<file path="src/rtl/button_pkg.sv">
// button_pkg
//   Shared definitions for the push-button conditioner:
//   - button index constants (which physical button drives which command)
//   - repeat-FSM state encoding
//   - popcount helper for the press tally
package button_pkg;

  localparam int NUM_BTN   = 4;
  localparam int BTN_UP    = 0;
  localparam int BTN_DOWN  = 1;
  localparam int BTN_RESET = 2;
  localparam int BTN_AUX   = 3;

  typedef enum logic [1:0] {
    IDLE   = 2'd0,
    DELAY  = 2'd1,
    REPEAT = 2'd2
  } rep_state_t;

  function automatic logic [2:0] popcount4(input logic [3:0] v);
    popcount4 = 3'(v[0]) + 3'(v[1]) + 3'(v[2]) + 3'(v[3]);
  endfunction

endpackage

</file>
<file path="src/rtl/button_debounce.sv">
// button_debounce
//   One push-button channel: 2-FF synchronizer, debounce counter, debounced
//   level and single-cycle press/release pulses.
//   Ports:
//     clk1          in   system clock
//     reset         in   synchronous, active-high reset
//     raw           in   raw button pin, active-low, asynchronous
//     level         out  debounced level, 1 = pressed
//     press         out  one-cycle pulse when a press is accepted
//     release_pulse out  one-cycle pulse when a release is accepted
module button_debounce #(
  parameter int DEBOUNCE_CYCLES = 50000,
  parameter int CNT_W           = 26
) (
  input  logic clk1,
  input  logic reset,
  input  logic raw,
  output logic level,
  output logic press,
  output logic release_pulse
);

  localparam logic [CNT_W-1:0] CNT_LAST = CNT_W'(DEBOUNCE_CYCLES - 1);

  logic             sync_p0;
  logic             sync_p1;
  logic             s;
  logic [CNT_W-1:0] cnt;

  // Stage p0/p1: synchronizer, reset to the released (high) pin level
  always_ff @(posedge clk1) begin
    if (reset) begin
      sync_p0 <= 1'b1;
      sync_p1 <= 1'b1;
    end else begin
      sync_p0 <= raw;
      sync_p1 <= sync_p0;
    end
  end

  assign s = ~sync_p1;

  // Stage p2: debounce; any sample agreeing with the stable level restarts
  // the count, so only an uninterrupted run of DEBOUNCE_CYCLES is accepted
  always_ff @(posedge clk1) begin
    if (reset) begin
      cnt           <= '0;
      level         <= 1'b0;
      press         <= 1'b0;
      release_pulse <= 1'b0;
    end else begin
      press         <= 1'b0;
      release_pulse <= 1'b0;
      if (s == level) begin
        cnt <= '0;
      end else if (cnt == CNT_LAST) begin
        cnt           <= '0;
        level         <= s;
        press         <= s;
        release_pulse <= ~s;
      end else begin
        cnt <= cnt + CNT_W'(1);
      end
    end
  end

endmodule

</file>
<file path="src/rtl/button_conditioner.sv">
// button_conditioner
//   Conditions the four active-low board buttons, merges button presses with
//   the TriggerIn 0x40 command pulses into one up/down/reset command stream
//   for count1, and keeps a 16-bit tally of accepted presses.
//   Optional feature macro: BUTTON_AUTOREPEAT_EN -- when defined, holding
//   exactly one of the up/down buttons produces auto-repeat commands.
//   Ports:
//     clk1         in   system clock
//     reset        in   synchronous, active-high reset
//     button[3:0]  in   raw buttons, active-low (0=up 1=down 2=reset 3=aux)
//     trig_reset   in   TriggerIn bit 0 pulse
//     trig_up      in   TriggerIn bit 1 pulse
//     trig_down    in   TriggerIn bit 2 pulse
//     btn_level    out  debounced levels, 1 = pressed
//     btn_press    out  accepted-press pulses
//     btn_release  out  accepted-release pulses
//     cnt_reset/cnt_up/cnt_down  out  merged one-hot-or-zero commands
//     press_count  out  wrapping tally of accepted presses
module button_conditioner
  import button_pkg::*;
#(
  parameter int DEBOUNCE_CYCLES = 50000,
  parameter int REPEAT_DELAY    = 25000000,
  parameter int REPEAT_PERIOD   = 5000000,
  parameter int CNT_W           = 26
) (
  input  logic        clk1,
  input  logic        reset,
  input  logic [3:0]  button,
  input  logic        trig_reset,
  input  logic        trig_up,
  input  logic        trig_down,
  output logic [3:0]  btn_level,
  output logic [3:0]  btn_press,
  output logic [3:0]  btn_release,
  output logic        cnt_reset,
  output logic        cnt_up,
  output logic        cnt_down,
  output logic [15:0] press_count
);

  logic rep_up;
  logic rep_down;
  logic req_reset;
  logic req_up;
  logic req_down;
  logic unused_cfg;

  for (genvar i = 0; i < NUM_BTN; i++) begin : g_btn
    button_debounce #(
      .DEBOUNCE_CYCLES(DEBOUNCE_CYCLES),
      .CNT_W          (CNT_W)
    ) u_debounce (
      .clk1         (clk1),
      .reset        (reset),
      .raw          (button[i]),
      .level        (btn_level[i]),
      .press        (btn_press[i]),
      .release_pulse(btn_release[i])
    );
  end

`ifdef BUTTON_AUTOREPEAT_EN
  localparam logic [CNT_W-1:0] DELAY_LAST  = CNT_W'(REPEAT_DELAY - 1);
  localparam logic [CNT_W-1:0] PERIOD_LAST = CNT_W'(REPEAT_PERIOD - 1);

  rep_state_t       state;
  rep_state_t       state_nxt;
  logic [CNT_W-1:0] rcnt;
  logic [CNT_W-1:0] rcnt_nxt;
  logic             one_held;
  logic             rep_fire;

  // Holding both up and down is treated like holding neither
  assign one_held = btn_level[BTN_UP] ^ btn_level[BTN_DOWN];

  always_ff @(posedge clk1) begin
    if (reset) begin
      state <= IDLE;
      rcnt  <= '0;
    end else begin
      state <= state_nxt;
      rcnt  <= rcnt_nxt;
    end
  end

  always_comb begin
    state_nxt = state;
    rcnt_nxt  = '0;
    rep_fire  = 1'b0;
    case (state)
      IDLE: begin
        if (one_held) state_nxt = DELAY;
      end
      DELAY: begin
        if (!one_held) begin
          state_nxt = IDLE;
        end else if (rcnt == DELAY_LAST) begin
          rep_fire  = 1'b1;
          state_nxt = REPEAT;
        end else begin
          rcnt_nxt = rcnt + CNT_W'(1);
        end
      end
      REPEAT: begin
        if (!one_held) begin
          state_nxt = IDLE;
        end else if (rcnt == PERIOD_LAST) begin
          rep_fire = 1'b1;
        end else begin
          rcnt_nxt = rcnt + CNT_W'(1);
        end
      end
      default: state_nxt = IDLE;
    endcase
    rep_up   = rep_fire & btn_level[BTN_UP];
    rep_down = rep_fire & btn_level[BTN_DOWN];
  end

  assign unused_cfg = BTN_AUX[0];
`else
  assign rep_up     = 1'b0;
  assign rep_down   = 1'b0;
  assign unused_cfg = ^{REPEAT_DELAY[0], REPEAT_PERIOD[0], BTN_AUX[0]};
`endif

  // Reset wins; simultaneous up and down cancel out
  always_comb begin
    req_reset = trig_reset | btn_press[BTN_RESET];
    req_up    = trig_up | btn_press[BTN_UP] | rep_up;
    req_down  = trig_down | btn_press[BTN_DOWN] | rep_down;
    cnt_reset = 1'b0;
    cnt_up    = 1'b0;
    cnt_down  = 1'b0;
    if (req_reset) begin
      cnt_reset = 1'b1;
    end else if (req_up ^ req_down) begin
      cnt_up   = req_up;
      cnt_down = req_down;
    end
  end

  // Tally stage: counts only debounced presses, never repeats or triggers
  always_ff @(posedge clk1) begin
    if (reset) begin
      press_count <= '0;
    end else begin
      press_count <= press_count + 16'(popcount4(btn_press));
    end
  end

endmodule

</file>
<file path="config.mk">
export PLATFORM = sky130hd
export DESIGN_NAME = button_conditioner
export DESIGN_NICKNAME = d
export VERILOG_FILES = /design/src/rtl/button_pkg.sv /design/src/rtl/button_debounce.sv /design/src/rtl/button_conditioner.sv
export SDC_FILE = /design/constraint.sdc
export NUM_CORES = 1
export LEC_CHECK = 0
export CAP_MARGIN = 15
export CORE_MARGIN = 1
export CORE_UTILIZATION = 64
export DETAILED_ROUTE_END_ITERATION = 10
export GPL_TIMING_DRIVEN = 0
export MAX_ROUTING_LAYER = met4
export PLACE_DENSITY = 0.84
export SETUP_SLACK_MARGIN = 0.05
export SLEW_MARGIN = 25
export SYNTH_ARGS = -nofsm -noshare
export SYNTH_HDL_FRONTEND = slang
export SYNTH_SLANG_ARGS = --single-unit
export TNS_END_PERCENT = 100
</file>
<file path="constraint.sdc">
create_clock -name clk1 -period 5.95 [get_ports clk1]
set_input_delay 1.785 -clock clk1 [delete_from_list [all_inputs] [get_ports clk1]]
set_output_delay 1.785 -clock clk1 [all_outputs]
set_load 0.01 [all_outputs]
</file>
======== Word level (Yosys, flattened, before mapping) ========
Index checks and enable logic that the tools add are counted.
word-level totals
  output and inout port bits .............. 31
  logic and storage cells ................. 74
  input port bits ......................... 9
  register bits ........................... 140
operators by class
  $add $sub $neg .......................... 8
  reduce and logical (&&, ||, !) cells .... 12
  bitwise logic cells ..................... 16
  mux-type cells .......................... 5
  eq/ne operators ......................... 8
operators by type and width
  operator                                          number
  adder 26 x 1 -> 26 bit (second input constant)    4
  == test 26 x 16 -> 1 bit (second input constant)  4
  OR reduction 3 bit                                8
  adder 16 x 3 -> 16 bit                            1
  inverter 1 bit                                    12
  AND reduction 2 bit                               4
  two-way mux 1 bit                                 5
  == test 1 bit                                     4
  adder 2 x 1 -> 3 bit                              1
  adder 3 x 1 -> 3 bit                              1
  bitwise OR 1 bit                                  3
  adder 1 x 1 -> 2 bit                              1
  bitwise XOR 1 bit                                 1

======== Longest topological paths before layout ========
Gate-level depths: netlist of the first run.
  depth after elaboration ................. 4
  gate-level depth with buffers ........... 9
  depth with buffers taken out ............ 9

======== By module ========
Synthesis of the first run repeated with hierarchy kept, for this count alone.
second synthesis, totals
  cells, all modules ...................... 716
  area total of the unflattened synthesis .. 6388.6 um^2
modules (own cells, without submodules)
  module              cells an instance  area an instance (um^2)  instances  seq. area each (um^2)
  button_debounce     157                1398.8                   4          620.6
  button_conditioner  88                 793.3                    1          320.3

======== Worst setup path before layout of the first run ========
Ideal clock, no wire load.
  path kind ............................... input port to output port
  start ................................... input port trig_reset
  end ..................................... output port cnt_down
  arrival time ............................ 2539 ps
  setup slack ............................. 1626 ps
  buffers on the path ..................... 0
  stages .................................. 2
  required time ........................... 4165 ps
  cell sequence ........................... or2_2 -> nor4_1
between the ends
  cells in the longest elaborated chain, start to end .. 2
ends and longest elaborated chain
  what                line                       source
  start: declaration  button_conditioner.sv:30   input logic trig_reset,
  bitwise OR 1 bit    button_conditioner.sv:129  req_reset = trig_reset | btn_press[BTN_RESET];
  two-way mux 1 bit   button_conditioner.sv:135  if (req_reset) begin
  end: declaration    button_conditioner.sv:38   output logic cnt_down,
Every way passes these cells.

======== Worst setup path in the final report of the first run ========
Ends and elaborated chain as after synthesis.

==> impl_metrics.toml, run 1 <==
[clock_network]
cts_setup_buffers = 0
clk_pin_slew_ns = 0.06
cts_buffer_depth = 2
clock_latency_ns = 0.53
cts_made_buffers = 17
cts_resized = 0
root_buffer = "clkbuf_8"
cts_hold_buf = 0
htreeDepth = 4
numClockSinks = 140
cts_tree = "built"

[power_and_ir_drop]
power_leakage_nw = 2.36
p_switching_mw = 0.412
power_mw = 2.14
internal_power_mw = 1.73
power_frac_comb = 0.012
p_per_area_nw_per_um2 = 281
ir_worst_vdd_mv = 0.244
p_seq_frac = 0.441
switching_share = 0.193
pwr-share-clk = 0.547

[cells_and_area]
area_delta_synth_final_pct = 18.9
utilization = 0.784
antenna_cells = 0
drive_gt1_frac = 0.0907
final_area_sq_um = 7620
finalNetCount = 809
instances_no_fill = 938

[placement]
dp_hpwl_um = 9910
placed_cells = 906
post-place-ws_ns = 0.766
place_area_sq_um = 6970
gp_congestion = 0.921
io_buffer_count = 39

[grt]
busiest_layer = "met2"
antenna_found_initial = 0
grt_max_degree = 17
use_met2 = 0.523
track_usage = 0.310
met1_usage = 0.358
grt_pass1_wl_um = 24400
grt_pass1_vias = 5334
grt.met3_usage = 0.0725
grt-ovfl-total = 0

[drt]
wirelength_um = 14700
drtIter0Drc = 227
route.detailed.wl_per_inst_um = 15.7
drc = 0
num_vias = 5699
vias_per_cell = 6.08
ant_nets = 0
dr.pass1.iters = 5

[sta]
maxSlewHeadroom = 0.410
setup_tns_ns = 0
rsz0062_at_grt = "false"
finalHoldViolCount = 0
fin_crit_sh = 0.870
clock_skew_ns = 0.00449
fin_crit_ns = 5.18
holdWs_ns = 0.406
worstMarginPinSlew_ns = 0.878
setup_viol_count_final = 0
drv_slew = 0
fin_ws_ns = 0.774
max_freq_mhz = 193

[setup_path]
cpPeakStageDelay_ns = 0.60
crit_path_cell_trace = "clkdlybuf4s50_1, or2_2, nor4_1, clkdlybuf4s50_1"
crit_fanout = 3
crit_buf_inv = 2
path_delay_family = "buffers and inverters"
cp-end-kind = "output port"
critPathMostFrequentCell = "clkdlybuf4s50_1"
worstSetupPathType = "in -> out"
slowest_stage = "clkdlybuf4s50_1"
critPathArrivalTime_ns = 3.39
worst_setup_path_start_kind = "input pin"
worstPathRequired_ns = 4.16

[logic_synthesis]
synth_area_per_cell_sq_um = 8.74
synth-edff-count = 0
synth_cell_types = 47
syn-cell-area_sq_um = 6410
ys_warn_count = 0
synth-async-reset-ratio = 0
synth-adder-area-share = 0.0191
ys_seq_area_frac = 0.437
synth-compound-area-share = 0.102
synth_top_family_by_area = "simple AND/OR/NAND/NOR gates"
synthSimpleGateAreaFrac = 0.297
synth_nets = 751
synth_flop_cell = "dfxtp_1"
synth_xor_area_frac = 0.0969
synthCells = 734
ys_ff_latch = 140
synth_mux_area_frac = 0

[status]
status = "completed"

[die]
die_h_um = 102
die_w_um = 102
coreArea_sq_um = 9730
pin_count = 40
die_area_sq_um = 10400
core.rowCount = 36
initial_utilization = 0.659

[flow_run]
maxCapViolCount = 0

[min_path]
hold_path_class = "reg -> reg"
[cells by family (layout without fill, tap and decap cells)]
logic type,count (synthesis),count (layout)
xor gates and xnor gates,71,71
AOI/OAI and AO/OA,104,104
adders and majority gates,8,8
buffers and inverters,65,136
DFF,140,140
and+or+nand+nor,346,346
[cell usage after synthesis, types with 21 or more instances]
master	number	area, sq um
a21oi_1	43	215
dfxtp_1	140	2800
inv_1	30	113
nand2_1	34	128
nand3_1	32	160
nand4_1	37	231
nor2_1	86	323
nor3_1	21	105
nor4_1	26	163
o21ai_0	22	110
or3_1	23	144
or4_1	24	180
xnor2_1	40	350
xor2_1	31	272
[area by class of cell]
type | instances | area (sq um)
Timing Repair Buffer | 39 | 390
Buffer | 35 | 195
Fill cell | 690 | 2100
Tap cell | 133 | 166
Sequential cell | 140 | 2800
Multi-Input combinational cell | 529 | 3300
Inverter | 30 | 113
Clock inverter | 12 | 218
Clock buffer | 20 | 435
[state kept, by name (all words and copies together), names as in the netlist]
signal                          cells
g_btn.u_debounce.cnt              104
g_btn.u_debounce.level              4
g_btn.u_debounce.press              4
g_btn.u_debounce.release_pulse      4
g_btn.u_debounce.sync_p0            4
g_btn.u_debounce.sync_p1            4
press_count                        16
[worst register-to-register path: cells and delay by family, from the launching register on]
family / cells / cell delay (ns)
adder cells (fa/ha/maj): 2 / 0.91
buffers and inverters: 1 / 0.05
AO/OA/AOI/OAI: 2 / 0.41
flip-flops: 1 / 0.37
AND/OR/NAND/NOR: 2 / 0.72
[cell usage in the layout (no fill, tap or decap), types with 10 or more instances in the layout]
cell type	n
and3_1	15
buf_4	12
nand4_1	37
or2_2	13
nor2_1	86
or4_1	24
clkdlybuf4s50_1	39
dfxtp_1	140
or3_1	23
xor2_1	31
and4_1	10
nor4_1	26
nand3_1	32
a21oi_1	43
clkbuf_1	19
xnor2_1	40
o31ai_1	17
clkbuf_16	16
o21ai_0	22
nand2_1	34
inv_1	30
nor3_1	21
[metal layers]
metal | wire length (um) | vias up
li1 | - | 2772
met1 | 6170 | 2699
met2 | 7450 | 197
met3 | 845 | 31
met4 | 241 | 0
met5 | 0 | -
[final timing paths]
| check | from | endpoint | slack [ns] | cells past startpoint |
|---|---|---|---|---|
| worst max-delay path | trig_reset | cnt_down | 0.77 | 4 |
| worst min-delay path | g_btn[2].u_debounce.sync_p0 | g_btn[2].u_debounce.sync_p1 | 0.41 | 1 |
| worst max register to register | g_btn[0].u_debounce.press | press_count[15] | 3.42 | 7 |
| worst min register to register | g_btn[2].u_debounce.sync_p0 | g_btn[2].u_debounce.sync_p1 | 0.41 | 1 |
[power groups by stage]
stage                     Combinational, mW  Clock [mW]  Sequential [mW]
after detailed placement             0.0262           0            0.964
after floorplan                      0.0142           0            0.963
after global placement               0.0257           0            0.964
after global routing                 0.0293        1.22            0.943
after CTS                            0.0266        1.18            0.943
final                                0.0265        1.17            0.943
Note: power is estimated with default switching activity, not from simulation.
==> inputs of run 2 (changes only) <==
- CORE_UTILIZATION: 64 -> 39
- PLACE_DENSITY: 0.84 -> 0.55
==> run 2 against run 1 <==
Effect of this change:
- die area is 63% higher
- cell count is 8.8% higher
- clock skew is 0.00071 ns higher
- via count is 4.5% lower
- first-iteration DRC count is 2.6% higher
- worst setup slack worse by 0.0035 ns
- register-to-register slack hardly changed
- cell area is 0.98% higher
- wire length is 2.3% lower
- core utilization is 30 points lower
- non-clock buffer count stayed put
- sequential power hardly changed
==> impl_metrics.toml, run 2 (same netlist as run 1, synthesis figures left out) <==
[status]
status = "completed"

[placement]
placed_cells = 989
post-place-ws_ns = 0.731
dp_hpwl_um = 10300
io_buffer_count = 39
gp_congestion = 0.824

[power_and_ir_drop]
p_per_area_nw_per_um2 = 270
ir_worst_vdd_mv = 0.203
p_seq_frac = 0.453
switching_share = 0.194
power_frac_comb = 0.013
p_switching_mw = 0.404
internal_power_mw = 1.68
pwr-share-clk = 0.534
power_leakage_nw = 2.35

[cells_and_area]
drive_gt1_frac = 0.0894
instances_no_fill = 1021
multiInputGateArea_sq_um = 3300
antenna_cells = 0
area_delta_synth_final_pct = 20.0
largest_reg_flops = 104
top_register = "g_btn.u_debounce.cnt"
layout_common_cells = "140 x dfxtp_1, 86 x nor2_1, 43 x a21oi_1, 40 x xnor2_1, 39 x clkdlybuf4s50_1"
final_common_cell = "dfxtp_1"
n_fill_cell = 1556
register_area_sq_um = 2800
finalNetCount = 809
reg_top3 = "g_btn.u_debounce.cnt: 104 flops, press_count: 16 flops"

[clock_network]
root_buffer = "clkbuf_16"
clk_pin_slew_ns = 0.06
numClockSinks = 140
htreeDepth = 4
cts_made_buffers = 17
cts_setup_buffers = 0
cts_hold_buf = 0
cts_buffer_depth = 2
cts_tree = "built"
cts_resized = 0
clock_latency_ns = 0.42

[sta]
clock_skew_ns = 0.00520
worstMarginPinSlew_ns = 0.920
rsz0062_at_grt = "false"
finalHoldViolCount = 0
fin_ws_ns = 0.771
drv_slew = 0
setup_viol_count_final = 0
setup_tns_ns = 0
max_freq_mhz = 193
fin_crit_sh = 0.870
fin_crit_ns = 5.18
maxSlewHeadroom = 0.381

[grt]
track_usage = 0.190
antenna_found_initial = 0
grt_pass1_wl_um = 24600
grt_pass1_vias = 5197
grt-ovfl-total = 0
grt_max_degree = 17

[setup_path]
cpPeakStageDelay_ns = 0.61
crit_path_cell_trace = "clkdlybuf4s50_1, or2_2, nor4_1, clkdlybuf4s50_1"
cp-end-kind = "output port"
crit_fanout = 3
worst-r2r-setup-slack_ns = 3.42
crit_buf_inv = 2
critPathMostFrequentCell = "clkdlybuf4s50_1"
worstSetupPathType = "in -> out"
worst_setup_path_start_kind = "input pin"
worstPathRequired_ns = 4.16
critPathArrivalTime_ns = 3.39
slowest_stage = "clkdlybuf4s50_1"
path_delay_family = "buffers and inverters"

[die]
pin_count = 40
core.rowCount = 46
coreArea_sq_um = 15900
die_w_um = 130
die_area_sq_um = 17000
initial_utilization = 0.402
die_h_um = 130

[drt]
route.detailed.wl_per_inst_um = 14.1
drtIter0Drc = 233
wirelength_um = 14400
num_vias = 5443
ant_nets = 0
drc = 0
vias_per_cell = 5.33
dr.pass1.iters = 4

[min_path]
hold_path_class = "reg -> reg"

[flow_run]
maxCapViolCount = 0
[run 2: cell count changes in the layout (fill, tap and decap cells not counted)]
cell / change
clkbuf_8: +4
bufinv_16: -3
clkinv_4: -2
clkbuf_1: +1
clkbuf_16: +1
clkinv_2: -1
[run 2: per-layer routing]
metal,part of all wire,routed length (um),vias to the layer above,global-route usage
met2,0.46,6560,97,0.297
met3,0.036,515,15,0.0402
met5,0,0,-,-
met1,0.49,7080,2564,0.241
met4,0.015,216,0,0.0698
li1,-,-,2767,-
[run 2: layout make-up]
| class | instances | area share |
|---|---|---|
| Clock buffer | 26 | 0.0674 |
| Multi-Input combinational cell | 529 | 0.429 |
| Sequential cell | 140 | 0.364 |
| Buffer | 35 | 0.0253 |
| Tap cell | 216 | 0.0351 |
| Clock inverter | 6 | 0.0136 |
| Timing Repair Buffer | 39 | 0.0507 |
| Inverter | 30 | 0.0146 |
[run 2: stage by stage]
step           power, mW  instance area [sq um]  hold WS, ns  utilization
2_1_floorplan      0.977                   6410        0.389            -
4_1_cts             2.10                   7700        0.410        0.483
5_1_grt             2.15                   7700        0.428        0.483
6_report            2.08                   7700        0.404        0.483
3_5_place_dp       0.991                   7080        0.394        0.444
3_3_place_gp       0.990                   7080        0.392        0.444
[run 2: final timing paths]
kind,endpoint,start,depth (start not counted)
worst min register to register,g_btn[1].u_debounce.sync_p1,g_btn[1].u_debounce.sync_p0,1
worst min-delay path,g_btn[1].u_debounce.sync_p1,g_btn[1].u_debounce.sync_p0,1
worst max register to register,press_count[15],g_btn[2].u_debounce.press,7
worst max-delay path,cnt_down,trig_reset,4
[run 2: power groups by stage]
stage | combinational, mW | clock [mW] | sequential (mW)
final | 0.0264 | 1.11 | 0.943
after global routing | 0.0297 | 1.18 | 0.943
after CTS | 0.0272 | 1.13 | 0.943
after detailed placement | 0.0270 | 0 | 0.964
after global placement | 0.0268 | 0 | 0.964
after floorplan | 0.0142 | 0 | 0.963
[run 2: worst reg2reg max path: cells and delay by family (launching register included)]
kind,cells,cell delay [ns]
AO/OA/AOI/OAI,2,0.42
AND/OR/NAND/NOR,2,0.74
flip-flops,1,0.37
adder cells (fa/ha/maj),2,0.87
buffers and inverters,1,0.05
==> inputs of run 3 (changes only) <==
- clock period: 5.95 -> 6.2 ns (I/O delays scaled with it)
==> results of run 3 <==
Same layout as run 2 (identical final DEF). Status: completed.
Main changes from that run: setup slack after placement 0.731 ns -> 0.831 ns; setup slack after layout 0.771 ns -> 0.871 ns; register-to-register setup slack 3.42 ns -> 3.67 ns; total power 2.08 mW -> 2.00 mW; worst IR drop on VDD 0.203 mV -> 0.195 mV
